`src/rtl/text_pkg.sv`:
```
// Shared constants, state encoding and byte classification for the UART text writer.
package text_pkg;

   localparam int COLS = 32;
   localparam int ROWS = 4;

   localparam logic [7:0] BLANK = 8'h20;
   localparam logic [7:0] CR    = 8'h0D;
   localparam logic [7:0] LF    = 8'h0A;
   localparam logic [7:0] BS    = 8'h08;
   localparam logic [7:0] DEL   = 8'h7F;

   typedef enum logic [1:0] {
      CLEAR,
      IDLE,
      EXEC,
      ECHO
   } state_t;

   typedef enum logic [1:0] {
      PRINT,
      NEWLINE,
      BACKSPACE,
      OTHER
   } byte_class_t;

   typedef enum logic [2:0] {
      OP_NONE,
      OP_HOME,
      OP_ADVANCE,
      OP_NEWLINE,
      OP_RETREAT
   } cursor_op_t;

   function automatic byte_class_t classify(input logic [7:0] b);
      byte_class_t c;
      if (b >= 8'h20 && b <= 8'h7E)
         c = PRINT;
      else if (b == CR || b == LF)
         c = NEWLINE;
      else if (b == BS || b == DEL)
         c = BACKSPACE;
      else
         c = OTHER;
      return c;
   endfunction

endpackage

```
`src/rtl/cursor_pos.sv`:
```
// Cursor row/column registers; rows and columns wrap naturally as both are powers of two.
module cursor_pos #(
   parameter int COLS = 32,
   parameter int ROWS = 4
) (
   input  logic                       clk,
   input  logic                       reset,
   input  text_pkg::cursor_op_t       op,
   output logic [$clog2(ROWS)-1:0]    row,
   output logic [$clog2(COLS)-1:0]    col
);
   import text_pkg::*;

   localparam int ROW_W = $clog2(ROWS);
   localparam int COL_W = $clog2(COLS);

   always_ff @(posedge clk) begin
      if (reset) begin
         row <= '0;
         col <= '0;
      end else begin
         case (op)
            OP_HOME: begin
               row <= '0;
               col <= '0;
            end
            OP_ADVANCE: begin
               if (col == COL_W'(COLS - 1)) begin
                  col <= '0;
                  row <= row + ROW_W'(1);
               end else begin
                  col <= col + COL_W'(1);
               end
            end
            OP_NEWLINE: begin
               col <= '0;
               row <= row + ROW_W'(1);
            end
            // Backspace never crosses into the previous row
            OP_RETREAT: begin
               if (col != '0)
                  col <= col - COL_W'(1);
            end
            default: begin
            end
         endcase
      end
   end

endmodule

```
`src/rtl/uart_text_writer.sv`:
```
// Sequential controller turning received UART bytes into character-RAM writes,
// cursor movement, screen clears and transmitter echoes.
module uart_text_writer #(
   parameter int         COLS    = text_pkg::COLS,
   parameter int         ROWS    = text_pkg::ROWS,
   parameter int         ECHO_EN = 1,
   parameter logic [7:0] BLANK   = text_pkg::BLANK
) (
   input  logic                       clk,
   input  logic                       reset,
   input  logic [7:0]                 rx_data,
   input  logic                       rx_valid,
   input  logic                       clear_req,
   input  logic                       tx_busy,
   output logic                       tx_start,
   output logic [7:0]                 tx_data,
   output logic                       wr_en,
   output logic [$clog2(ROWS)-1:0]    wr_row,
   output logic [$clog2(COLS)-1:0]    wr_col,
   output logic [7:0]                 wr_data,
   output logic [$clog2(ROWS)-1:0]    cur_row,
   output logic [$clog2(COLS)-1:0]    cur_col,
   output logic                       busy,
   output logic [7:0]                 drop_cnt
);
   import text_pkg::*;

   localparam int COL_W = $clog2(COLS);
   localparam int IDX_W = $clog2(ROWS * COLS);

   state_t            state;
   state_t            state_next;
   logic [IDX_W-1:0]  clr_idx;
   logic [7:0]        byte_q;
   logic              last_was_cr;
   byte_class_t       cls;
   logic              handled;
   logic              lf_after_cr;
   logic              clr_last;
   logic              tx_fire;
   cursor_op_t        cur_op;

   cursor_pos #(
      .COLS (COLS),
      .ROWS (ROWS)
   ) u_cursor (
      .clk   (clk),
      .reset (reset),
      .op    (cur_op),
      .row   (cur_row),
      .col   (cur_col)
   );

   assign cls         = classify(byte_q);
   assign handled     = (cls != OTHER);
   assign lf_after_cr = (byte_q == LF) && last_was_cr;
   assign clr_last    = (clr_idx == IDX_W'(ROWS * COLS - 1));
   assign busy        = (state != IDLE);

   always_ff @(posedge clk) begin
      if (reset)
         state <= CLEAR;
      else
         state <= state_next;
   end

   always_comb begin
      state_next = state;
      case (state)
         CLEAR: if (clr_last) state_next = IDLE;
         IDLE: begin
            if (clear_req)
               state_next = CLEAR;
            else if (rx_valid)
               state_next = EXEC;
         end
         EXEC: begin
            if (clear_req)
               state_next = CLEAR;
            else if (ECHO_EN != 0 && handled)
               state_next = ECHO;
            else
               state_next = IDLE;
         end
         ECHO: begin
            if (clear_req)
               state_next = CLEAR;
            else if (!tx_busy)
               state_next = IDLE;
         end
         default: state_next = CLEAR;
      endcase
   end

   always_comb begin
      wr_en   = 1'b0;
      wr_row  = clr_idx[IDX_W-1:COL_W];
      wr_col  = clr_idx[COL_W-1:0];
      wr_data = BLANK;
      cur_op  = OP_NONE;
      tx_fire = 1'b0;
      case (state)
         CLEAR: begin
            wr_en = 1'b1;
            if (clr_last)
               cur_op = OP_HOME;
         end
         EXEC: begin
            case (cls)
               PRINT: begin
                  wr_en   = 1'b1;
                  wr_row  = cur_row;
                  wr_col  = cur_col;
                  wr_data = byte_q;
                  cur_op  = OP_ADVANCE;
               end
               // LF straight after CR is swallowed so CRLF advances one line
               NEWLINE: begin
                  if (!lf_after_cr)
                     cur_op = OP_NEWLINE;
               end
               BACKSPACE: begin
                  if (cur_col != '0) begin
                     wr_en   = 1'b1;
                     wr_row  = cur_row;
                     wr_col  = cur_col - COL_W'(1);
                     wr_data = BLANK;
                     cur_op  = OP_RETREAT;
                  end
               end
               default: begin
               end
            endcase
         end
         ECHO: tx_fire = !tx_busy && !clear_req;
         default: begin
         end
      endcase
   end

   always_ff @(posedge clk) begin
      if (reset) begin
         clr_idx     <= '0;
         last_was_cr <= 1'b0;
         tx_start    <= 1'b0;
         tx_data     <= 8'h00;
         drop_cnt    <= 8'h00;
      end else begin
         tx_start <= tx_fire;
         if (tx_fire)
            tx_data <= byte_q;

         if (state == CLEAR)
            clr_idx <= clr_idx + IDX_W'(1);
         else if (state_next == CLEAR)
            clr_idx <= '0;

         if (state == EXEC)
            last_was_cr <= (byte_q == CR);

         // No input buffering: anything arriving while not ready to accept is lost
         if (rx_valid && (state != IDLE || clear_req) && drop_cnt != 8'hFF)
            drop_cnt <= drop_cnt + 8'd1;
      end
   end

   always_ff @(posedge clk) begin
      if (state == IDLE && rx_valid && !clear_req)
         byte_q <= rx_data;
   end

endmodule

```
`config.mk`:
```
export PLATFORM = sky130hd
export DESIGN_NAME = uart_text_writer
export DESIGN_NICKNAME = d
export VERILOG_FILES = /design/src/rtl/text_pkg.sv /design/src/rtl/cursor_pos.sv /design/src/rtl/uart_text_writer.sv
export SDC_FILE = /design/constraint.sdc
export NUM_CORES = 1
export LEC_CHECK = 0
export BUFFER_PORTS_ARGS = -buffer_cell sky130_fd_sc_hd__buf_2
export CAP_MARGIN = 15
export CORE_AREA = 3 3 112 92
export DETAILED_ROUTE_END_ITERATION = 10
export DIE_AREA = 0 0 115 95
export HOLD_SLACK_MARGIN = 0.03
export SLEW_MARGIN = 10
export SYNTH_ARGS = -nofsm -noshare
export SYNTH_HDL_FRONTEND = slang
export SYNTH_SLANG_ARGS = --single-unit
```
`constraint.sdc`:
```
create_clock -name clk -period 2.2 [get_ports clk]
set_clock_uncertainty 0.15 [all_clocks]
set_input_delay 0.11 -clock clk [delete_from_list [all_inputs] [get_ports clk]]
set_output_delay 0.11 -clock clk [all_outputs]
set_load 0.05 [all_outputs]
```
==> results.toml <==
[finish]
layout.nets = 398
final_area_um2 = 3581
final_common_cell = "buf_4"
synthToLayoutAreaGrowth_pct = 55.54
antenna_cells = 0
layout_common_cells = "buf_4 (44), buf_2 (39), nand2_1 (36), dfxtp_1 (31), nor2_1 (29)"
final_util_pct = 39.12
finalNonFillerCells = 496
drive_gt1_share_pct = 39.90

[power_and_ir_drop]
p_per_area_nw_per_um2 = 494.7
power_leakage_uw = 0.001419
design_power_total_uw = 1771
ir_drop_uv = 231.6

[placement]
dpl_cell_area_um2 = 2983
portBuffers = 52
finalWeightedCongestion = 0.8862
place_inst = 466
post-place-ws_ns = -0.05360
dp_hpwl_um = 5193

[floorplan]
pin_count = 54
num_rows = 31
die-area_um2 = 10930
core_um2 = 9154
die_y_um = 95
die_w_um = 115
initial_core_util_pct = 25.15

[logic_synthesis]
synth_ff_type = "dfxtp_1"
synth_top_area_share_pct = 29.57
ys_ff_latch = 42
synth-async-reset-ratio_pct = 0
synth_area_leaders = "dfxtp_1 (30%), edfxtp_1 (10%), nand2_1 (6.5%), nor2_1 (5.7%), a21oi_1 (5.4%)"
synth_edf_count = 8
syn-mean-instance-area_um2 = 8.281
synth_area_um2 = 2302
ys_types = 57
synth_fp_nets = 296
yosys_warnings = 0
yosysSeqAreaShare_pct = 40.00
post-synth-top-area-cell = "dfxtp_1"
syn-instance-count = 278

[clock_network]
cts_root_buf = "clkbuf_16"
htree_levels = 2
clkSinkCount = 42
cts_tree = "yes"
clk_latency_ns = 0.29
clk_pin_slew_ns = 0.06
clockBufferDepth = 2
cts_buffers = 5

[grt]
grtUsageTotal_pct = 13.10
grt_max_degree = 25
grt_first_pass_wirelength_um = 11390
grt_antenna_before_repair = 0
grt_pass1_vias = 2315
gr-total-overflow = 0

[worst_setup_path]
crit_path_end_kind = "output port"
crit_required_ns = 1.94
crit_type = "reg -> out"
cp.arrival_ns = 2.08
start_kind = "flip-flop"
cp_max_fo = 8

[detailed_routing]
firstDrtPassIters = 4
dr_total_vias = 2409
drtAntennaViolNets = 0
route.detailed.drc = 0
drt_iter0_markers = 136
viasPerCell = 4.857
wl_um = 6998
wl_per_cell_um = 14.11

[timing]
slew_headroom_pct = 57.92
finalSetupViolCount = 9
fmax_mhz = 427.0
finalHoldViolCount = 0
post-route-period-util_pct = 106.4
finalWorstSetupSlack_ns = -0.1417
drv_slew = 0
worst_pin_slew_ns = 0.6312
rsz0062_at_grt = "yes"
min_period_ns = 2.342

[hold_path]
hp-class = "in -> reg"

[job]
maxCapViolCount = 0

[outcome]
violations = "setup timing"
status = "complete, but fails checks"
==> Yosys cell counts, types with 4 or more instances <==
cell type,instances
o21ai_0,15
clkbuf_1,8
xnor2_1,4
ha_1,5
a21oi_1,25
and3_1,9
xor2_1,4
inv_1,5
or3_1,5
nand2_1,40
nor3_1,4
dfxtp_1,34
nor2_1,35
nand4_1,4
nand3_1,7
nand2b_1,4
nand3b_1,4
edfxtp_1,8
==> power by group <==
part           switching [uW]  internal [uW]
Clock                     316            538
Combinational            69.6           47.3
Sequential               11.5            789
Total                     397           1370
==> area by class of cell <==
cell class | instances | area (um^2)
Clock inverter | 3 | 43.79
Clock buffer | 5 | 125.1
Timing Repair Buffer | 107 | 797.0
Multi-Input combinational cell | 219 | 1523
Fill cell | 940 | 5573
Inverter | 5 | 18.77
Sequential cell | 42 | 929.6
Tap cell | 115 | 143.9
==> worst paths after layout <==
kind | startpoint | endpoint | slack, ns | cells after the start
max | byte_q[7]$_DFFE_PP_ | wr_row[0] | -0.14 | 7
min | rx_valid | state[0]$_SDFF_PP0_ | 0.06 | 4
max reg2reg | byte_q[7]$_DFFE_PP_ | u_cursor.col[1]$_SDFFE_PP0P_ | -0.03 | 7
min reg2reg | tx_data[2]$_SDFFE_PP0P_ | tx_data[2]$_SDFFE_PP0P_ | 0.31 | 2
==> routing by layer <==
metal / global-route usage [%] / vias to the layer above / wire length, um
met1: 19.15 / 1125 / 3426
met3: 2.947 / 8 / 458
met2: 19.41 / 74 / 3042
li1: - / 1202 / -
met5: 0 / - / 0
met4: 3.226 / 0 / 71
==> registers in the layout (all words and copies together), names as in the netlist <==
register      cells
byte_q            8
drop_cnt          8
tx_data           8
clr_idx           7
u_cursor.col      5
state             2
u_cursor.row      2
last_was_cr       1
tx_start          1
==> logic make-up after synthesis <==
logic type	Yosys count	share of synthesized area (%)
multiplexers	3	1.359
AND/OR/NAND/NOR	131	28.37
XOR/XNOR	8	3.043
flip-flops	42	40.00
AO/OA/AOI/OAI	71	20.71
adder cells (fa/ha/maj)	5	2.717
buffers and inverters	17	3.641
other	1	0.1629
==> through the flow <==
| step | hold slack (ns) | setup TNS (ns) |
|---|---|---|
| global placement | 0.1381 | -0.02869 |
| floorplan | 0.05887 | -0.1935 |
| CTS | 0.04318 | -0.8741 |
| global route | 0.07704 | -2.435 |
| detailed placement | 0.1382 | -0.07110 |
| finish | 0.06215 | -0.9630 |
==> what timing repair did <==
item,CTS,global route
gates resized for setup,44,20
buffers inserted,11,3
hold endpoints to repair,15,0
pin swaps,11,9
setup endpoints to repair,14,19
hold buffers,9,0
==> critical path: stages (launching register included) <==
cell      delay, ns
edfxtp_1       0.45
nand4b_1       0.26
or2_4          0.30
a21boi_4       0.20
o21ai_4        0.11
buf_4          0.15
o21ai_2        0.14
buf_6          0.17
Power figures use the tool's default switching activity.
